**config.mk**
```make
export PLATFORM = sky130hd
export DESIGN_NAME = neotang_uart_cmd_rx
export DESIGN_NICKNAME = d
export VERILOG_FILES = /design/src/rtl/neotang_uart_pkg.sv /design/src/rtl/neotang_uart_rx.sv /design/src/rtl/neotang_uart_cmd_rx.sv
export SDC_FILE = /design/constraint.sdc
export NUM_CORES = 1
export LEC_CHECK = 0
export ABC_CLOCK_PERIOD_IN_PS = 2500
export CORE_UTILIZATION = 27
export CTS_CLUSTER_SIZE = 20
export DETAILED_ROUTE_END_ITERATION = 6
export HOLD_SLACK_MARGIN = 0.08
export PLACE_DENSITY = 0.44
export RECOVER_POWER = 100
export SYNTH_ARGS = -nofsm -noshare
export SYNTH_HDL_FRONTEND = slang
export SYNTH_SLANG_ARGS = --single-unit
```
**constraint.sdc**
```tcl
create_clock -name clk -period 2.5 [get_ports clk]
set_clock_uncertainty 0.1 [all_clocks]
set_input_delay 0.25 -clock clk [delete_from_list [all_inputs] [get_ports clk]]
set_output_delay 0.25 -clock clk [all_outputs]
set_load 0.02 [all_outputs]
```
**src/rtl/neotang_uart_pkg.sv**
```systemverilog
// Shared definitions for the host-link command receiver.
//   CMD_*        command byte codes understood by the parser
//   rx_state_t   states of the serial bit receiver
//   par_state_t  states of the command parser
package neotang_uart_pkg;

    localparam logic [7:0] CMD_JOY_BASE    = 8'h01;
    localparam logic [7:0] CMD_OSD_ENABLE  = 8'h06;
    localparam logic [7:0] CMD_OSD_DISABLE = 8'h07;
    localparam logic [7:0] CMD_OSD_DATA    = 8'h08;

    typedef enum logic [1:0] {
        RX_IDLE,
        RX_START,
        RX_DATA,
        RX_STOP
    } rx_state_t;

    typedef enum logic {
        P_IDLE,
        P_PAYLOAD
    } par_state_t;

endpackage

```
**src/rtl/neotang_uart_rx.sv**
```systemverilog
// 8N1 serial byte receiver with a 2-FF input synchroniser.
//   clk, reset  system clock, synchronous active-high reset
//   uart_rx     asynchronous serial input, idle high
//   rx_stb      one-clk strobe: rx_byte holds a byte with a good stop bit
//   rx_byte     last received byte (stable until the next rx_stb)
//   rx_ferr     one-clk strobe: a byte was dropped because its stop bit was 0
// rx_stb and rx_ferr are fire-and-forget strobes: there is no ready, the
// consumer must take the byte in the cycle rx_stb is high.
module neotang_uart_rx
    import neotang_uart_pkg::*;
#(
    parameter int CLKS_PER_BIT = 90
) (
    input  logic       clk,
    input  logic       reset,
    input  logic       uart_rx,
    output logic       rx_stb,
    output logic [7:0] rx_byte,
    output logic       rx_ferr
);

    localparam int CNT_W = $clog2(CLKS_PER_BIT);
    localparam logic [CNT_W-1:0] HALF_M1 = CNT_W'(CLKS_PER_BIT / 2 - 1);
    localparam logic [CNT_W-1:0] FULL_M1 = CNT_W'(CLKS_PER_BIT - 1);

    rx_state_t        state_q, state_d;
    logic             meta_q, sync_q, prev_q;
    logic [CNT_W-1:0] cnt_q, cnt_d;
    logic [2:0]       bit_q, bit_d;
    logic [7:0]       shift_q, shift_d;
    logic             stb_q, stb_d;
    logic [7:0]       byte_q, byte_d;
    logic             ferr_q, ferr_d;

    always_comb begin
        state_d = state_q;
        cnt_d   = cnt_q + 1'b1;
        bit_d   = bit_q;
        shift_d = shift_q;
        stb_d   = 1'b0;
        byte_d  = byte_q;
        ferr_d  = 1'b0;
        case (state_q)
            RX_IDLE: begin
                cnt_d = '0;
                // Start on a falling edge only, so a line stuck low after a
                // bad stop bit does not retrigger.
                if (prev_q && !sync_q) state_d = RX_START;
            end
            RX_START: begin
                if (cnt_q == HALF_M1) begin
                    cnt_d   = '0;
                    bit_d   = '0;
                    state_d = sync_q ? RX_IDLE : RX_DATA;
                end
            end
            RX_DATA: begin
                if (cnt_q == FULL_M1) begin
                    cnt_d   = '0;
                    shift_d = {sync_q, shift_q[7:1]};
                    bit_d   = bit_q + 1'b1;
                    if (bit_q == 3'd7) state_d = RX_STOP;
                end
            end
            RX_STOP: begin
                if (cnt_q == FULL_M1) begin
                    if (sync_q) begin
                        stb_d  = 1'b1;
                        byte_d = shift_q;
                    end else begin
                        ferr_d = 1'b1;
                    end
                    state_d = RX_IDLE;
                end
            end
            default: state_d = RX_IDLE;
        endcase
    end

    always_ff @(posedge clk) begin
        if (reset) begin
            state_q <= RX_IDLE;
            meta_q  <= 1'b1;
            sync_q  <= 1'b1;
            prev_q  <= 1'b1;
            cnt_q   <= '0;
            bit_q   <= '0;
            shift_q <= '0;
            stb_q   <= 1'b0;
            byte_q  <= '0;
            ferr_q  <= 1'b0;
        end else begin
            state_q <= state_d;
            meta_q  <= uart_rx;
            sync_q  <= meta_q;
            prev_q  <= sync_q;
            cnt_q   <= cnt_d;
            bit_q   <= bit_d;
            shift_q <= shift_d;
            stb_q   <= stb_d;
            byte_q  <= byte_d;
            ferr_q  <= ferr_d;
        end
    end

    assign rx_stb  = stb_q;
    assign rx_byte = byte_q;
    assign rx_ferr = ferr_q;

endmodule

```
**src/rtl/neotang_uart_cmd_rx.sv**
```systemverilog
// Host-link front end: decodes framed MCU commands from uart_rx into joystick
// words, an OSD enable flag and OSD pixel strobes, with error counters.
//   clk, reset     system clock, synchronous active-high reset
//   uart_rx        asynchronous serial input, idle high, 8N1
//   joy            NUM_JOY joystick words, channel n at [n*JOY_W +: JOY_W]
//   joy_upd        one-clk pulse per channel when its word is committed
//   osd_en         OSD overlay enable
//   osd_rgb        {R,G,B} of the last OSD pixel
//   osd_pix_valid  one-clk strobe, osd_rgb new this cycle
//   frame_err_cnt  saturating count of bytes with a bad stop bit
//   bad_cmd_cnt    saturating count of unknown command bytes
//   timeout_cnt    saturating count of aborted partial frames
module neotang_uart_cmd_rx
    import neotang_uart_pkg::*;
#(
    parameter int CLKS_PER_BIT = 90,
    parameter int NUM_JOY      = 2,
    parameter int JOY_W        = 16,
    parameter int TIMEOUT_CLKS = 270000,
    parameter int CNT_W        = 8
) (
    input  logic                     clk,
    input  logic                     reset,
    input  logic                     uart_rx,
    output logic [NUM_JOY*JOY_W-1:0] joy,
    output logic [NUM_JOY-1:0]       joy_upd,
    output logic                     osd_en,
    output logic [23:0]              osd_rgb,
    output logic                     osd_pix_valid,
    output logic [CNT_W-1:0]         frame_err_cnt,
    output logic [CNT_W-1:0]         bad_cmd_cnt,
    output logic [CNT_W-1:0]         timeout_cnt
);

    localparam int PAY_BYTES = JOY_W / 8;
    // Staging register fits either payload; bytes enter at the top so the
    // last N bytes always sit top-aligned with the first byte lowest.
    localparam int STG_W  = (JOY_W > 24) ? JOY_W : 24;
    localparam int IDLE_W = $clog2(TIMEOUT_CLKS + 1);

    logic       rx_stb;
    logic [7:0] rx_byte;
    logic       rx_ferr;

    neotang_uart_rx #(.CLKS_PER_BIT(CLKS_PER_BIT)) u_rx (
        .clk     (clk),
        .reset   (reset),
        .uart_rx (uart_rx),
        .rx_stb  (rx_stb),
        .rx_byte (rx_byte),
        .rx_ferr (rx_ferr)
    );

    par_state_t               state_q, state_d;
    logic [2:0]               tgt_q, tgt_d;
    logic                     is_osd_q, is_osd_d;
    logic [7:0]               need_q, need_d;
    logic [STG_W-1:0]         stage_q, stage_d;
    logic                     commit_q, commit_d;
    logic [IDLE_W-1:0]        idle_q, idle_d;
    logic [NUM_JOY*JOY_W-1:0] joy_q, joy_d;
    logic [NUM_JOY-1:0]       joy_upd_q, joy_upd_d;
    logic                     osd_en_q, osd_en_d;
    logic [23:0]              osd_rgb_q, osd_rgb_d;
    logic                     pix_q, pix_d;
    logic [CNT_W-1:0]         ferr_cnt_q, ferr_cnt_d;
    logic [CNT_W-1:0]         bad_cnt_q, bad_cnt_d;
    logic [CNT_W-1:0]         to_cnt_q, to_cnt_d;
    logic [23:0]              osd_word;
    logic [JOY_W-1:0]         joy_word;

    function automatic logic [CNT_W-1:0] sat_inc(input logic [CNT_W-1:0] v);
        return (v == '1) ? v : v + 1'b1;
    endfunction

    assign osd_word = stage_q[STG_W-1 -: 24];
    assign joy_word = stage_q[STG_W-1 -: JOY_W];

    always_comb begin
        state_d    = state_q;
        tgt_d      = tgt_q;
        is_osd_d   = is_osd_q;
        need_d     = need_q;
        stage_d    = stage_q;
        commit_d   = 1'b0;
        idle_d     = '0;
        joy_d      = joy_q;
        joy_upd_d  = '0;
        osd_en_d   = osd_en_q;
        osd_rgb_d  = osd_rgb_q;
        pix_d      = 1'b0;
        ferr_cnt_d = ferr_cnt_q;
        bad_cnt_d  = bad_cnt_q;
        to_cnt_d   = to_cnt_q;

        // Commit lands one clk after the last payload byte's strobe.
        if (commit_q) begin
            if (is_osd_q) begin
                osd_rgb_d = {osd_word[7:0], osd_word[15:8], osd_word[23:16]};
                pix_d     = 1'b1;
            end else begin
                for (int n = 0; n < NUM_JOY; n++) begin
                    if (tgt_q == 3'(n)) begin
                        joy_d[n*JOY_W +: JOY_W] = joy_word;
                        joy_upd_d[n]            = 1'b1;
                    end
                end
            end
        end

        if (rx_ferr) ferr_cnt_d = sat_inc(ferr_cnt_q);

        case (state_q)
            P_IDLE: begin
                if (rx_stb) begin
                    if (rx_byte >= CMD_JOY_BASE && rx_byte <= 8'(NUM_JOY)) begin
                        tgt_d    = 3'(rx_byte - CMD_JOY_BASE);
                        is_osd_d = 1'b0;
                        need_d   = 8'(PAY_BYTES);
                        state_d  = P_PAYLOAD;
                    end else if (rx_byte == CMD_OSD_ENABLE) begin
                        osd_en_d = 1'b1;
                    end else if (rx_byte == CMD_OSD_DISABLE) begin
                        osd_en_d = 1'b0;
                    end else if (rx_byte == CMD_OSD_DATA) begin
                        is_osd_d = 1'b1;
                        need_d   = 8'd3;
                        state_d  = P_PAYLOAD;
                    end else begin
                        bad_cnt_d = sat_inc(bad_cnt_q);
                    end
                end
            end
            P_PAYLOAD: begin
                if (rx_stb) begin
                    stage_d = {rx_byte, stage_q[STG_W-1:8]};
                    need_d  = need_q - 1'b1;
                    if (need_q == 8'd1) begin
                        commit_d = 1'b1;
                        state_d  = P_IDLE;
                    end
                end else if (idle_q == IDLE_W'(TIMEOUT_CLKS - 1)) begin
                    stage_d  = '0;
                    to_cnt_d = sat_inc(to_cnt_q);
                    state_d  = P_IDLE;
                end else begin
                    idle_d = idle_q + 1'b1;
                end
            end
            default: state_d = P_IDLE;
        endcase
    end

    always_ff @(posedge clk) begin
        if (reset) begin
            state_q    <= P_IDLE;
            tgt_q      <= '0;
            is_osd_q   <= 1'b0;
            need_q     <= '0;
            stage_q    <= '0;
            commit_q   <= 1'b0;
            idle_q     <= '0;
            joy_q      <= '0;
            joy_upd_q  <= '0;
            osd_en_q   <= 1'b0;
            osd_rgb_q  <= '0;
            pix_q      <= 1'b0;
            ferr_cnt_q <= '0;
            bad_cnt_q  <= '0;
            to_cnt_q   <= '0;
        end else begin
            state_q    <= state_d;
            tgt_q      <= tgt_d;
            is_osd_q   <= is_osd_d;
            need_q     <= need_d;
            stage_q    <= stage_d;
            commit_q   <= commit_d;
            idle_q     <= idle_d;
            joy_q      <= joy_d;
            joy_upd_q  <= joy_upd_d;
            osd_en_q   <= osd_en_d;
            osd_rgb_q  <= osd_rgb_d;
            pix_q      <= pix_d;
            ferr_cnt_q <= ferr_cnt_d;
            bad_cnt_q  <= bad_cnt_d;
            to_cnt_q   <= to_cnt_d;
        end
    end

    assign joy           = joy_q;
    assign joy_upd       = joy_upd_q;
    assign osd_en        = osd_en_q;
    assign osd_rgb       = osd_rgb_q;
    assign osd_pix_valid = pix_q;
    assign frame_err_cnt = ferr_cnt_q;
    assign bad_cmd_cnt   = bad_cnt_q;
    assign timeout_cnt   = to_cnt_q;

endmodule
```
==> results.sh <==
export IMPL_rows=57
export IMPL_place_port_buffers=86
export IMPL_finalMaxSlewViolations=0
export IMPL_synth_edff_count=0
export IMPL_cts_root_buf="clkbuf_16"
export IMPL_period_share_pct=91.1
export IMPL_totalWireLength_um=16500
export IMPL_drcViolationCount=0
export IMPL_cts_tree="done"
export IMPL_fmax_mhz=439
export IMPL_postSynthCellCount=765
export IMPL_drtAntennaViolNets=0
export IMPL_rrSetupSlack_ns=0.22
export IMPL_io_pins=87
export IMPL_first_iter_violations=223
export IMPL_path_class="flip-flop to flip-flop"
export IMPL_multi_input_area_mm2=0.00315
export IMPL_yosysTopAreaCellShare_pct=51.1
export IMPL_antennaDiodeCount=0
export IMPL_cp_required_ns=2.72
export IMPL_fp_dieH_um=161
export IMPL_slowest_delay_ns=0.43
export IMPL_min_delay_path_class="input port to flip-flop"
export IMPL_htree_levels=4
export IMPL_core_area_mm2=0.0245
export IMPL_final_cells=1187
export IMPL_start_kind="flip-flop"
export IMPL_ys_seq_elements=174
export IMPL_track_usage_pct=13.1
export IMPL_numClockSinks=174
export IMPL_syn_area_mm2=0.00682
export IMPL_wl_per_cell_um=13.9
export IMPL_power_density_mw_per_mm2=647
export IMPL_layout_nets=868
export IMPL_fin_setup_tns_ns=0
export IMPL_slowest_stage="a211oi_2"
export IMPL_ir_drop_uv=380
export IMPL_die_w_um=161
export IMPL_synthDistinctLibCells=53
export IMPL_clock_path_buffers=2
export IMPL_cp_arrival_ns=2.50
export IMPL_outcome="finished clean"
export IMPL_cts_buffers=17
export IMPL_hpwl_um=11100
export IMPL_synthArstFlopShare_pct=0
export IMPL_synth_avg_cell_area_um2=8.92
export IMPL_via_per_inst=4.49
export IMPL_synthFlopType="dfxtp_1"
export IMPL_area_delta_synth_final_pct=26.7
export IMPL_postCtsHoldBufs=0
export IMPL_leakage_uw=0.00340
export IMPL_place_gp_congestion=0.717
export IMPL_die_area_mm2=0.0259
export IMPL_grt_overflow=0
export IMPL_initial_utilization_pct=27.8
export IMPL_synth_warnings=0
export IMPL_period_needed_ns=2.28
export IMPL_path_max_fanout=6
export IMPL_drt_pre_antenna_iters=4
export IMPL_path_clk_slew_ns=0.07
export IMPL_hold_violations=0
export IMPL_grt_antenna_before_repair=0
export IMPL_critPathCaptureType="flip-flop"
export IMPL_num_vias=5328
export IMPL_clkLatencyLatePin_ns=0.43
export IMPL_worst_pin_slew_ns=1.43
export IMPL_dp_cells=1155
export IMPL_regArea_mm2=0.00348
export IMPL_slew_limit_headroom_pct=4.93
export IMPL_setup_viol=0
export IMPL_crit_chain="inv_1 > ha_1 > nor2b_1 > o31ai_1 > a211oi_2 > nor3b_1 > mux2_2"
export IMPL_drive_gt1_share_pct=7.18
export IMPL_yosysSeqAreaShare_pct=51.1
export IMPL_fill_cells=2572
export IMPL_drv_cap=0
export IMPL_grt_pass1_vias=4945
export IMPL_grt_max_degree=40
export IMPL_grt_pass1_wl_um=26800
export IMPL_syn_nets=783
export IMPL_synth_top_area_cell="dfxtp_1"
export IMPL_rsz0062_at_grt="false"
export IMPL_synth_area_leaders="dfxtp_1, nand2_1, a21oi_1"
## placed cells by master, fill, tap and decap left out, drive strengths merged, types with 2 or more instances in the layout
| master | Yosys | layout |
|---|---|---|
| a21oi | 66 | 66 |
| a22o | 26 | 26 |
| a31o | 2 | 2 |
| a31oi | 2 | 2 |
| and2 | 6 | 6 |
| and3 | 12 | 12 |
| and4 | 5 | 5 |
| buf | 5 | 7 |
| clkbuf | 34 | 30 |
| clkinv | 0 | 4 |
| dfxtp | 174 | 174 |
| dlygate4sd3 | 0 | 85 |
| ha | 15 | 15 |
| inv | 12 | 21 |
| mux2 | 8 | 8 |
| mux2i | 23 | 23 |
| nand2 | 145 | 145 |
| nand2b | 2 | 2 |
| nand3 | 23 | 23 |
| nand4 | 14 | 14 |
| nor2 | 82 | 82 |
| nor2b | 12 | 12 |
| nor3 | 9 | 9 |
| nor3b | 3 | 3 |
| nor4 | 5 | 5 |
| o211a | 2 | 2 |
| o211ai | 3 | 3 |
| o21a | 2 | 2 |
| o21ai | 14 | 14 |
| or2 | 6 | 6 |
| or4 | 3 | 3 |
| xnor2 | 8 | 8 |
| xor2 | 24 | 24 |
## state kept, by name (all words and copies together), names as in the netlist, 2 cells and up, named ones only
signal / cells
timeout_cnt: 8
bad_cmd_cnt: 8
tgt_q: 3
u_rx.cnt_q: 7
u_rx.bit_q: 3
u_rx.rx_byte: 8
osd_word: 24
frame_err_cnt: 8
joy_upd: 2
osd_rgb: 24
idle_q: 19
joy: 32
need_q: 8
u_rx.shift_q: 8
## cell usage after synthesis (2+ instances only)
cell type,instances
nor4_1,4
or4_1,3
clkbuf_1,34
o211a_1,2
o21a_1,2
nor3b_1,3
buf_2,3
o21ai_0,13
a21oi_1,66
and4_2,2
nand2_1,145
nand2b_1,2
nor2_1,82
nor2b_1,12
nor3_1,9
buf_1,2
or2_2,6
xor2_1,24
nand3_1,23
a31o_2,2
and4_1,3
nand4_1,14
ha_1,15
a31oi_1,2
xnor2_1,8
dfxtp_1,174
and3_1,12
a22o_1,26
o211ai_1,3
and2_1,6
inv_1,12
mux2_2,8
mux2i_1,23
## final cells by class
| class | instances | area share, % |
|---|---|---|
| clock buffer | 17 | 4.92 |
| multi-input combinational | 540 | 36.4 |
| clock inverter | 15 | 2.16 |
| timing repair buffer | 105 | 11.0 |
| sequential | 174 | 40.3 |
| inverter | 12 | 0.521 |
| tap | 324 | 4.69 |
## timing repair
action | CTS | global route
setup buffers | 0 | 0
setup endpoints to repair | 0 | 1
gates resized for setup | 0 | 1
## path summary, 6_finish.rpt
| path | startpoint | to | cells after the start |
|---|---|---|---|
| worst max-delay path | u_rx.rx_byte[0] | bad_cmd_cnt[7] | 7 |
| worst min-delay path | reset | timeout_cnt[0] | 2 |
| worst max register to register | u_rx.rx_byte[0] | bad_cmd_cnt[7] | 7 |
| worst min register to register | u_rx.meta_q | u_rx.sync_q | 1 |
## where the power goes
part	switching (uW)	internal, uW
combinational	51.4	13.6
clock	1300	1450
sequential	3.56	2770
## critical path, delay by kind of cell (launching register included)
family                   cells  cell delay, ns
buffers and inverters        1            0.10
multiplexers                 1            0.35
flip-flops                   1            0.40
adder cells (fa/ha/maj)      1            0.23
AND/OR/NAND/NOR              2            0.42
AO/OA/AOI/OAI                2            0.55
## stage by stage
step                hold slack [ns]  setup slack [ns]  total power (uW)  area, um^2  utilization [%]
global placement              0.293             0.155              2910        8080             32.9
floorplan                     0.254             0.332              2890        6820                -
CTS                           0.128             0.126              5680        8690             35.4
detailed placement            0.292             0.145              2910        8080             32.9
finish                        0.128             0.222              5590        8640             35.2
global route                  0.137            0.0238              5820        8640             35.2
## metal layers
metal	part of all wire, %	GRT usage (%)	vias up
li1	-	-	2791
met1	48	17.3	2467
met2	47	21.0	60
met3	3.2	3.05	10
met4	1.1	3.99	0
met5	0	0	-
## kinds of logic after synthesis
logic type | count (synthesis) | synth area share, %
AO/OA/AOI/OAI | 128 | 11.9
buffers and inverters | 51 | 2.86
XOR/XNOR | 32 | 4.11
AND/OR/NAND/NOR | 334 | 22.6
adder cells (fa/ha/maj) | 15 | 2.75
multiplexers | 31 | 4.70
flip-flops | 174 | 51.1
(Power assumes the default switching activity.)
